[src/rtl/mem_ctrl_mc_if.sv]
// Bundle of configuration and load-request signals for the multi-channel load
// controller. The master modport is the host side and the slave modport is the controller side.
interface mem_ctrl_mc_if #(
  parameter int NUM_CHAN = 2,
  parameter int ADDR_W   = 64,
  parameter int CHAN_W   = (NUM_CHAN > 1) ? $clog2(NUM_CHAN) : 1
);
  logic                conf_valid;
  logic [CHAN_W-1:0]   conf_chan;
  logic [7:0]          conf_addr;
  logic [63:0]         conf_data;
  logic                conf_err;
  logic                load_req_valid;
  logic                load_req_ready;
  logic [ADDR_W-1:0]   load_req_addr;
  logic [CHAN_W-1:0]   load_req_chan;
  logic [NUM_CHAN-1:0] chan_busy;
  logic [NUM_CHAN-1:0] chan_done;

  modport master (
    output conf_valid, conf_chan, conf_addr, conf_data, load_req_ready,
    input  conf_err, load_req_valid, load_req_addr, load_req_chan, chan_busy, chan_done
  );

  modport slave (
    input  conf_valid, conf_chan, conf_addr, conf_data, load_req_ready,
    output conf_err, load_req_valid, load_req_addr, load_req_chan, chan_busy, chan_done
  );
endinterface

[src/rtl/mem_ctrl_mc.sv]
// Multi-channel line-granular load request generator with a round-robin arbiter.
// Optional feature macro MEM_CTRL_ABORT_EN enables the ADDR_ABORT (0x18) register.
module mem_ctrl_mc #(
  parameter int NUM_CHAN   = 2,
  parameter int ADDR_W     = 64,
  parameter int SIZE_W     = 32,
  parameter int LINE_BYTES = 64
) (
  input  logic         clk,
  input  logic         rst_n,
  mem_ctrl_mc_if.slave bus
);
  localparam int CHAN_W = (NUM_CHAN > 1) ? $clog2(NUM_CHAN) : 1;
  localparam int LB_SH  = $clog2(LINE_BYTES);
  localparam int CNT_W  = SIZE_W - LB_SH + 1;
  localparam logic [CHAN_W:0] NUM_CHAN_L = (CHAN_W+1)'(NUM_CHAN);
  localparam logic [7:0] ADDR_BASE  = 8'h00;
  localparam logic [7:0] ADDR_SIZE  = 8'h08;
  localparam logic [7:0] ADDR_FIRE  = 8'h10;
  localparam logic [7:0] ADDR_ABORT = 8'h18;

  typedef enum logic {S_IDLE = 1'b0, S_REQ = 1'b1} state_e;

  state_e              state_q [NUM_CHAN];
  logic [ADDR_W-1:0]   base_q  [NUM_CHAN];
  logic [ADDR_W-1:0]   ptr_q   [NUM_CHAN];
  logic [SIZE_W-1:0]   size_q  [NUM_CHAN];
  logic [CNT_W-1:0]    lines_q [NUM_CHAN];
  logic [CNT_W-1:0]    iss_q   [NUM_CHAN];
  logic [NUM_CHAN-1:0] abort_pend_q;
  logic [NUM_CHAN-1:0] done_q;
  logic [CHAN_W-1:0]   rr_q;
  logic [CHAN_W-1:0]   chan_q;
  logic [ADDR_W-1:0]   addr_q;
  logic                valid_q;
  logic                last_q;
  logic                conf_err_q;

  logic                tgt_ok_s, tgt_busy_s, tgt_size0_s;
  logic                op_base_s, op_size_s, op_fire_s, op_abort_s, rej_s;
  logic [ADDR_W-1:0]   base_in_s;
  logic [NUM_CHAN-1:0] elig_s;
  logic [NUM_CHAN-1:0] busy_s;
  logic [CHAN_W-1:0]   idx_s;
  logic [CHAN_W-1:0]   grant_s;
  logic                grant_vld_s;
  logic                accept_s;
  logic                issue_s;

  // Number of lines covered by a byte count, rounded up.
  function automatic logic [CNT_W-1:0] line_count(input logic [SIZE_W-1:0] size);
    logic [SIZE_W:0] sum;
    sum = {1'b0, size} + (SIZE_W+1)'(LINE_BYTES - 1);
    return sum[SIZE_W:LB_SH];
  endfunction

  // Decode the configuration write against the target channel's current state.
  always_comb begin
    tgt_ok_s    = ({1'b0, bus.conf_chan} < NUM_CHAN_L);
    tgt_busy_s  = 1'b0;
    tgt_size0_s = 1'b0;
    for (int i = 0; i < NUM_CHAN; i++) begin
      tgt_busy_s  = tgt_busy_s  | ((bus.conf_chan == CHAN_W'(i)) && (state_q[i] == S_REQ));
      tgt_size0_s = tgt_size0_s | ((bus.conf_chan == CHAN_W'(i)) && (size_q[i] == '0));
    end
    base_in_s  = {bus.conf_data[ADDR_W-1:LB_SH], {LB_SH{1'b0}}};
    op_base_s  = 1'b0;
    op_size_s  = 1'b0;
    op_fire_s  = 1'b0;
    op_abort_s = 1'b0;
    rej_s      = 1'b0;
    if (!bus.conf_valid) begin
      rej_s = 1'b0;
    end else if (!tgt_ok_s) begin
      rej_s = 1'b1;
    end else begin
      case (bus.conf_addr)
        ADDR_BASE: begin
          op_base_s = !tgt_busy_s;
          rej_s     = tgt_busy_s;
        end
        ADDR_SIZE: begin
          op_size_s = !tgt_busy_s;
          rej_s     = tgt_busy_s;
        end
        ADDR_FIRE: begin
          op_fire_s = !tgt_busy_s && !tgt_size0_s;
          rej_s     = tgt_busy_s || tgt_size0_s;
        end
`ifdef MEM_CTRL_ABORT_EN
        ADDR_ABORT: begin
          op_abort_s = 1'b1;
          rej_s      = 1'b0;
        end
`endif
        default: rej_s = 1'b1;
      endcase
    end
  end

  // Round-robin pick of the next eligible channel after the last grant.
  always_comb begin
    for (int i = 0; i < NUM_CHAN; i++) begin
      busy_s[i] = (state_q[i] == S_REQ);
      elig_s[i] = (state_q[i] == S_REQ) && (iss_q[i] != lines_q[i]) && !abort_pend_q[i]
                  && !(op_abort_s && (bus.conf_chan == CHAN_W'(i)));
    end
    grant_vld_s = 1'b0;
    grant_s     = '0;
    idx_s       = '0;
    // Walk from farthest to nearest so the nearest eligible channel wins.
    for (int k = NUM_CHAN; k >= 1; k--) begin
      idx_s       = CHAN_W'((int'(rr_q) + k) % NUM_CHAN);
      grant_s     = elig_s[idx_s] ? idx_s : grant_s;
      grant_vld_s = grant_vld_s | elig_s[idx_s];
    end
    accept_s = valid_q && bus.load_req_ready;
    issue_s  = grant_vld_s && (!valid_q || bus.load_req_ready);
  end

  // Channel FSMs, arbiter pointer and the registered request/status outputs.
  always_ff @(posedge clk or negedge rst_n) begin
    if (!rst_n) begin
      for (int i = 0; i < NUM_CHAN; i++) begin
        state_q[i] <= S_IDLE;
        base_q[i]  <= '0;
        ptr_q[i]   <= '0;
        size_q[i]  <= '0;
        lines_q[i] <= '0;
        iss_q[i]   <= '0;
      end
      abort_pend_q <= '0;
      done_q       <= '0;
      rr_q         <= '0;
      chan_q       <= '0;
      addr_q       <= '0;
      valid_q      <= 1'b0;
      last_q       <= 1'b0;
      conf_err_q   <= 1'b0;
    end else begin
      conf_err_q <= rej_s;
      done_q     <= '0;
      if (issue_s) begin
        valid_q <= 1'b1;
        addr_q  <= ptr_q[grant_s];
        chan_q  <= grant_s;
        rr_q    <= grant_s;
        last_q  <= ((iss_q[grant_s] + CNT_W'(1)) == lines_q[grant_s]);
      end else if (accept_s) begin
        valid_q <= 1'b0;
      end else begin
        valid_q <= valid_q;
      end
      for (int i = 0; i < NUM_CHAN; i++) begin
        case (state_q[i])
          S_IDLE: begin
            if (op_base_s && (bus.conf_chan == CHAN_W'(i))) begin
              base_q[i] <= base_in_s;
            end
            if (op_size_s && (bus.conf_chan == CHAN_W'(i))) begin
              size_q[i] <= bus.conf_data[SIZE_W-1:0];
            end
            if (op_fire_s && (bus.conf_chan == CHAN_W'(i))) begin
              state_q[i] <= S_REQ;
              iss_q[i]   <= '0;
              lines_q[i] <= line_count(size_q[i]);
              ptr_q[i]   <= base_q[i];
            end
          end
          S_REQ: begin
            if (issue_s && (grant_s == CHAN_W'(i))) begin
              iss_q[i] <= iss_q[i] + CNT_W'(1);
              ptr_q[i] <= ptr_q[i] + ADDR_W'(LINE_BYTES);
            end
            if (accept_s && (chan_q == CHAN_W'(i)) && (last_q || abort_pend_q[i])) begin
              state_q[i]      <= S_IDLE;
              abort_pend_q[i] <= 1'b0;
              done_q[i]       <= !abort_pend_q[i];
            end
            // An abort hitting the presented request waits for its handshake.
            if (op_abort_s && (bus.conf_chan == CHAN_W'(i))) begin
              if (valid_q && (chan_q == CHAN_W'(i)) && !accept_s) begin
                abort_pend_q[i] <= 1'b1;
              end else begin
                state_q[i]      <= S_IDLE;
                abort_pend_q[i] <= 1'b0;
                done_q[i]       <= 1'b0;
              end
            end
          end
          default: state_q[i] <= S_IDLE;
        endcase
      end
    end
  end

  assign bus.conf_err       = conf_err_q;
  assign bus.load_req_valid = valid_q;
  assign bus.load_req_addr  = addr_q;
  assign bus.load_req_chan  = chan_q;
  assign bus.chan_busy      = busy_s;
  assign bus.chan_done      = done_q;
endmodule

[src/flat_wrapper.sv]
// flat-port wrapper written by rule: the top's interface ports become plain ports
module mem_ctrl_mc_flat 
#(
  parameter int NUM_CHAN   = 2,
  parameter int ADDR_W     = 64,
  parameter int SIZE_W     = 32,
  parameter int LINE_BYTES = 64
)
  (clk, rst_n, bus_conf_valid, bus_conf_chan, bus_conf_addr, bus_conf_data, bus_load_req_ready, bus_conf_err, bus_load_req_valid, bus_load_req_addr, bus_load_req_chan, bus_chan_busy, bus_chan_done);
  mem_ctrl_mc_if #(.NUM_CHAN(NUM_CHAN), .ADDR_W(ADDR_W)) bus_i ();
  input  logic clk;
  input  logic rst_n;
  input wire logic [$bits(bus_i.conf_valid)-1:0] bus_conf_valid;
  input wire logic [$bits(bus_i.conf_chan)-1:0] bus_conf_chan;
  input wire logic [$bits(bus_i.conf_addr)-1:0] bus_conf_addr;
  input wire logic [$bits(bus_i.conf_data)-1:0] bus_conf_data;
  input wire logic [$bits(bus_i.load_req_ready)-1:0] bus_load_req_ready;
  output wire logic [$bits(bus_i.conf_err)-1:0] bus_conf_err;
  output wire logic [$bits(bus_i.load_req_valid)-1:0] bus_load_req_valid;
  output wire logic [$bits(bus_i.load_req_addr)-1:0] bus_load_req_addr;
  output wire logic [$bits(bus_i.load_req_chan)-1:0] bus_load_req_chan;
  output wire logic [$bits(bus_i.chan_busy)-1:0] bus_chan_busy;
  output wire logic [$bits(bus_i.chan_done)-1:0] bus_chan_done;
  assign bus_i.conf_valid = bus_conf_valid;
  assign bus_i.conf_chan = bus_conf_chan;
  assign bus_i.conf_addr = bus_conf_addr;
  assign bus_i.conf_data = bus_conf_data;
  assign bus_i.load_req_ready = bus_load_req_ready;
  assign bus_conf_err = bus_i.conf_err;
  assign bus_load_req_valid = bus_i.load_req_valid;
  assign bus_load_req_addr = bus_i.load_req_addr;
  assign bus_load_req_chan = bus_i.load_req_chan;
  assign bus_chan_busy = bus_i.chan_busy;
  assign bus_chan_done = bus_i.chan_done;
  mem_ctrl_mc #(.NUM_CHAN(NUM_CHAN), .ADDR_W(ADDR_W), .SIZE_W(SIZE_W), .LINE_BYTES(LINE_BYTES)) u_core (.clk(clk), .rst_n(rst_n), .bus(bus_i));
endmodule
[config.mk]
export PLATFORM = sky130hd
export DESIGN_NAME = mem_ctrl_mc_flat
export DESIGN_NICKNAME = d
export VERILOG_FILES = /design/src/rtl/mem_ctrl_mc_if.sv /design/src/rtl/mem_ctrl_mc.sv /design/src/flat_wrapper.sv
export SDC_FILE = /design/constraint.sdc
export NUM_CORES = 1
export LEC_CHECK = 0
export ABC_AREA = 1
export CORE_MARGIN = 1.5
export CORE_UTILIZATION = 25
export CTS_CLUSTER_DIAMETER = 60
export CTS_CLUSTER_SIZE = 14
export DETAILED_ROUTE_END_ITERATION = 8
export GPL_TIMING_DRIVEN = 0
export PLACE_DENSITY_LB_ADDON = 0.25
export SETUP_SLACK_MARGIN = 0.2
export SLEW_MARGIN = 5
export SYNTH_ARGS = -nofsm -noshare
export SYNTH_HDL_FRONTEND = slang
export SYNTH_SLANG_ARGS = --single-unit
[constraint.sdc]
create_clock -name clk -period 3.3 [get_ports clk]
set_input_delay 0.66 -clock clk [delete_from_list [all_inputs] [get_ports clk]]
set_output_delay 0.66 -clock clk [all_outputs]
set_load 0.1 [all_outputs]
==> metrics.yaml <==
result_of_the_run: "completed"
grt.met1_usage: 0.279
crit_top_cell: "sky130_fd_sc_hd__nand2_1"
drtAntennaViolNets: 0
type_of_the_worst_setup_path: "reg2reg"
r2r.worst_path.cells: 24
power.share.combinational: 0.367
edff_count_synth: 0
sequentialPowerShare: 0.349
synth-seq-area-share: 0.450
grt_antenna_before_repair: 7
critical_path_required_ns: 3.87
top_usage_layer: "met2"
initial_core_util: 0.252
die_h_um: 326
grt.overflow.total: 0
grt_pass1_wl_um: 165000
tritoncts: "yes"
synthCells: 3424
grt_use_met3: 0.0239
synthesis.area_um2: 26100
dp_hpwl_um: 84600
crit_path_start_kind: "flop"
num_vias: 25500
hold_violations: 0
fin_crit_ns: 3.16
htree_levels: 2
synth_area_per_cell_um2: 7.64
powerDensity_nw_per_um2: 640
layout-drive-gt1-share: 0.176
grt_pass1_vias: 24700
final_core_utilization: 0.328
layout.cells.most_common: "sky130_fd_sc_hd__nand2_1"
rsz0062_at_grt: "true"
crit_fanout: 10
hold_crit_path_type: "in2async"
initial_drt_pass_iterations: 5
ir_drop_mv: 0.531
dr.first_iter.drc_count: 2261
final_cell_count_no_fill: 5197
max_capacitance_violation_count: 0
critPathSlowestCell: "sky130_fd_sc_hd__dfrtp_2"
power_uw: 21800
async_flop_share: 1.00
worstReg2RegStart: "u_core.iss_q[22]$_DFFE_PN0P_"
post_drt_wl_per_cell_um: 21.6
critical_path.cell_chain: "inv_4 > nand2_1 > nand4_1 > nor2_2 > nand3_1 > nor2_2 > nor2_4 > nand2_4 > buf_12 > clkbuf_16 > buf_12 > nand2_2 > o21ai_2 > xor2_2 > buf_4 > inv_1 > nand2_1 > nand2_1 > nand2_1 > nor2_1 > nand2_1 > nor2_2 > nand3_2 > nand2_1"
yosys.cell_types.count: 53
setup_violators_final: 0
yosysWarningCount: 0
internal_power_uw: 12600
placed_cells_incl_taps: 4954
synth.ff_latch_count: 470
regToRegEndpoint: "u_core.last_q$_DFFE_PN0P_"
grtUsageTotal: 0.205
max_slew_margin: 0.228
die_area_um2: 107000
numClockSinks: 470
fp-row-count: 118
drc: 0
end_kind: "flop"
layout_common_cells: "813 x sky130_fd_sc_hd__nand2_1, 427 x sky130_fd_sc_hd__dfrtp_1, 350 x sky130_fd_sc_hd__inv_1"
cts-root-buf: "sky130_fd_sc_hd__clkbuf_16"
total_leakage_power_uw: 0.0150
most_frequently_used_flop_master_after_synthesis: "sky130_fd_sc_hd__dfrtp_1"
grt.met2_usage: 0.338
finalWeightedCongestion: 0.953
wirelength_um: 112000
power_switching_share: 0.423
area.growth.synth_to_final_pct: 30.2
timing_worst_slew_pin_value_ns: 1.16
cts-root-to-sink-buffers: 3
cts_hold_buffers: 0
ios: 148
clkSlewWorstSetupHoldPaths_ns: 0.07
numPortBuffers: 141
total_clock_buffers_created_by_cts: 49
maximum_number_of_pins_on_one_net_before_global_route_repair: 108
p_sw_uw: 9210
clkPwrFrac: 0.284
critical_path.max_stage_delay_ns: 0.49
finalMaxSlewViolations: 0
placeableCoreArea_um2: 104000
clock-skew-final_ns: 0.0540
critPathArrivalTime_ns: 3.73
die_w_um: 326
detail_route.vias_per_cell: 4.92
nets: 3865
worst_path_dominant_cell_family: "simple AND/OR/NAND/NOR gates"
layout.cell_area.non_filler_um2: 34000
post_dp_cell_area_um2: 29400
regToRegSetupSlack_ns: 0.14
fmax_mhz: 317
clock_latency_ns: 0.63
period_share: 0.957
crit_buf_inv: 6
==> per-stage QoR <==
stage / hold WS, ns / TNS, ns / worst slack, ns
after global routing: 0.103 / -0.0641 / -0.0641
final: 0.0472 / 0 / 0.142
after detailed placement: 0.469 / -283.75 / -1.52
after global placement: 0.463 / - / -23.23
after floorplan: 0.364 / 0 / 0.456
after CTS: 0.0622 / 0 / 0.0600
==> layout make-up <==
class | count | area (µm²)
Clock inverter | 28 | 424
Clock buffer | 55 | 1300
Fill cell | 11200 | 69600
Timing Repair Buffer | 303 | 2840
Antenna cell | 2 | 5.00
Buffer | 160 | 966
Sequential cell | 470 | 11800
Tap cell | 1380 | 1730
Multi-Input combinational cell | 2403 | 13400
Inverter | 396 | 1540
==> sequential cells by signal, indices dropped and copies added, names as in the netlist <==
name / count
u_core.base_q: 116
u_core.ptr_q: 116
u_core.size_q: 64
u_core.bus.load_req_addr: 58
u_core.iss_q: 54
u_core.lines_q: 54
u_core.bus.chan_busy: 2
u_core.bus.chan_done: 2
u_core.bus.conf_err: 1
u_core.bus.load_req_valid: 1
u_core.last_q: 1
u_core.rr_q: 1
==> timing repair <==
item | CTS | global route
setup buffers | 61 | 92
gates resized for setup | 246 | 295
setup endpoints to repair | 360 | 301
gates cloned | 1 | 4
pin swaps | 54 | 107
==> metal layers <==
metal / up-vias / share of wire
met3: 172 / 0.055
met1: 12500 / 0.44
met5: - / 0
met2: 828 / 0.47
li1: 12000 / -
met4: 0 / 0.036
==> worst register-to-register path, stage by stage, from the launching register on <==
cell and delay [ns]:
sky130_fd_sc_hd__dfrtp_2 0.49, sky130_fd_sc_hd__inv_4 0.11, sky130_fd_sc_hd__nand2_1 0.05, sky130_fd_sc_hd__nand4_1 0.10, sky130_fd_sc_hd__nor2_2 0.05, sky130_fd_sc_hd__nand3_1 0.13
sky130_fd_sc_hd__nor2_2 0.07, sky130_fd_sc_hd__nor2_4 0.27, sky130_fd_sc_hd__nand2_4 0.12, sky130_fd_sc_hd__buf_12 0.17, sky130_fd_sc_hd__clkbuf_16 0.17, sky130_fd_sc_hd__buf_12 0.15
sky130_fd_sc_hd__nand2_2 0.08, sky130_fd_sc_hd__o21ai_2 0.08, sky130_fd_sc_hd__xor2_2 0.20, sky130_fd_sc_hd__buf_4 0.14, sky130_fd_sc_hd__inv_1 0.04, sky130_fd_sc_hd__nand2_1 0.05
sky130_fd_sc_hd__nand2_1 0.05, sky130_fd_sc_hd__nand2_1 0.05, sky130_fd_sc_hd__nor2_1 0.12, sky130_fd_sc_hd__nand2_1 0.08, sky130_fd_sc_hd__nor2_2 0.13, sky130_fd_sc_hd__nand3_2 0.16
sky130_fd_sc_hd__nand2_1 0.10
==> synthesized netlist by cell type (all sizes together), types with 18 or more instances <==
master  count  area [µm²]
a21oi      67         335
a22oi      18         135
a31oi      23         144
buf        52         292
clkbuf    108         405
dfrtp     470       11800
inv       395        1480
nand2     896        3390
nand3     159         806
nand4      48         300
nor2      297        1170
nor3      105         561
nor4       47         353
o211ai     21         158
o21ai     324        1620
o221ai     51         447
o22ai      72         450
o31ai      25         188
xnor2      39         342
xor2      162        1420
==> cell families after synthesis <==
family,synth area share
AOI/OAI and AO/OA,0.139
xor gates and xnor gates,0.0673
adders and majority gates,0.00239
buffers and inverters,0.0835
DFF,0.450
muxes,0.00206
other,0.000143
and+or+nand+nor,0.256
==> power by group through the flow <==
| stage | Sequential [µW] | Combinational [µW] | Clock (µW) |
|---|---|---|---|
| 3_5_place_dp | 7700 | 6790 | 0 |
| 4_1_cts | 7570 | 7350 | 6270 |
| 6_report | 7610 | 8000 | 6180 |
| 2_1_floorplan | 9360 | 2880 | 0 |
| 3_3_place_gp | 7720 | 6750 | 0 |
| 5_1_grt | 7690 | 8560 | 6480 |
==> how the worst max path moves through the flow <==
| stage | from | endpoint | slack, ns | cells past startpoint |
|---|---|---|---|---|
| after global placement | rst_n | u_core.bus.chan_busy[1]$_DFF_PN0_ | -23.23 | 1 |
| final | u_core.iss_q[22]$_DFFE_PN0P_ | u_core.last_q$_DFFE_PN0P_ | 0.14 | 24 |
| after floorplan | u_core.rr_q$_DFFE_PN0P_ | u_core.last_q$_DFFE_PN0P_ | 0.46 | 18 |
| after detailed placement | bus_conf_chan | u_core.iss_q[38]$_DFFE_PN0P_ | -1.52 | 12 |
| after global routing | u_core.iss_q[14]$_DFFE_PN0P_ | u_core.last_q$_DFFE_PN0P_ | -0.06 | 26 |
| after CTS | u_core.iss_q[12]$_DFFE_PN0P_ | u_core.iss_q[15]$_DFFE_PN0P_ | 0.06 | 23 |
No activity file was read; power rests on OpenSTA's default activity.
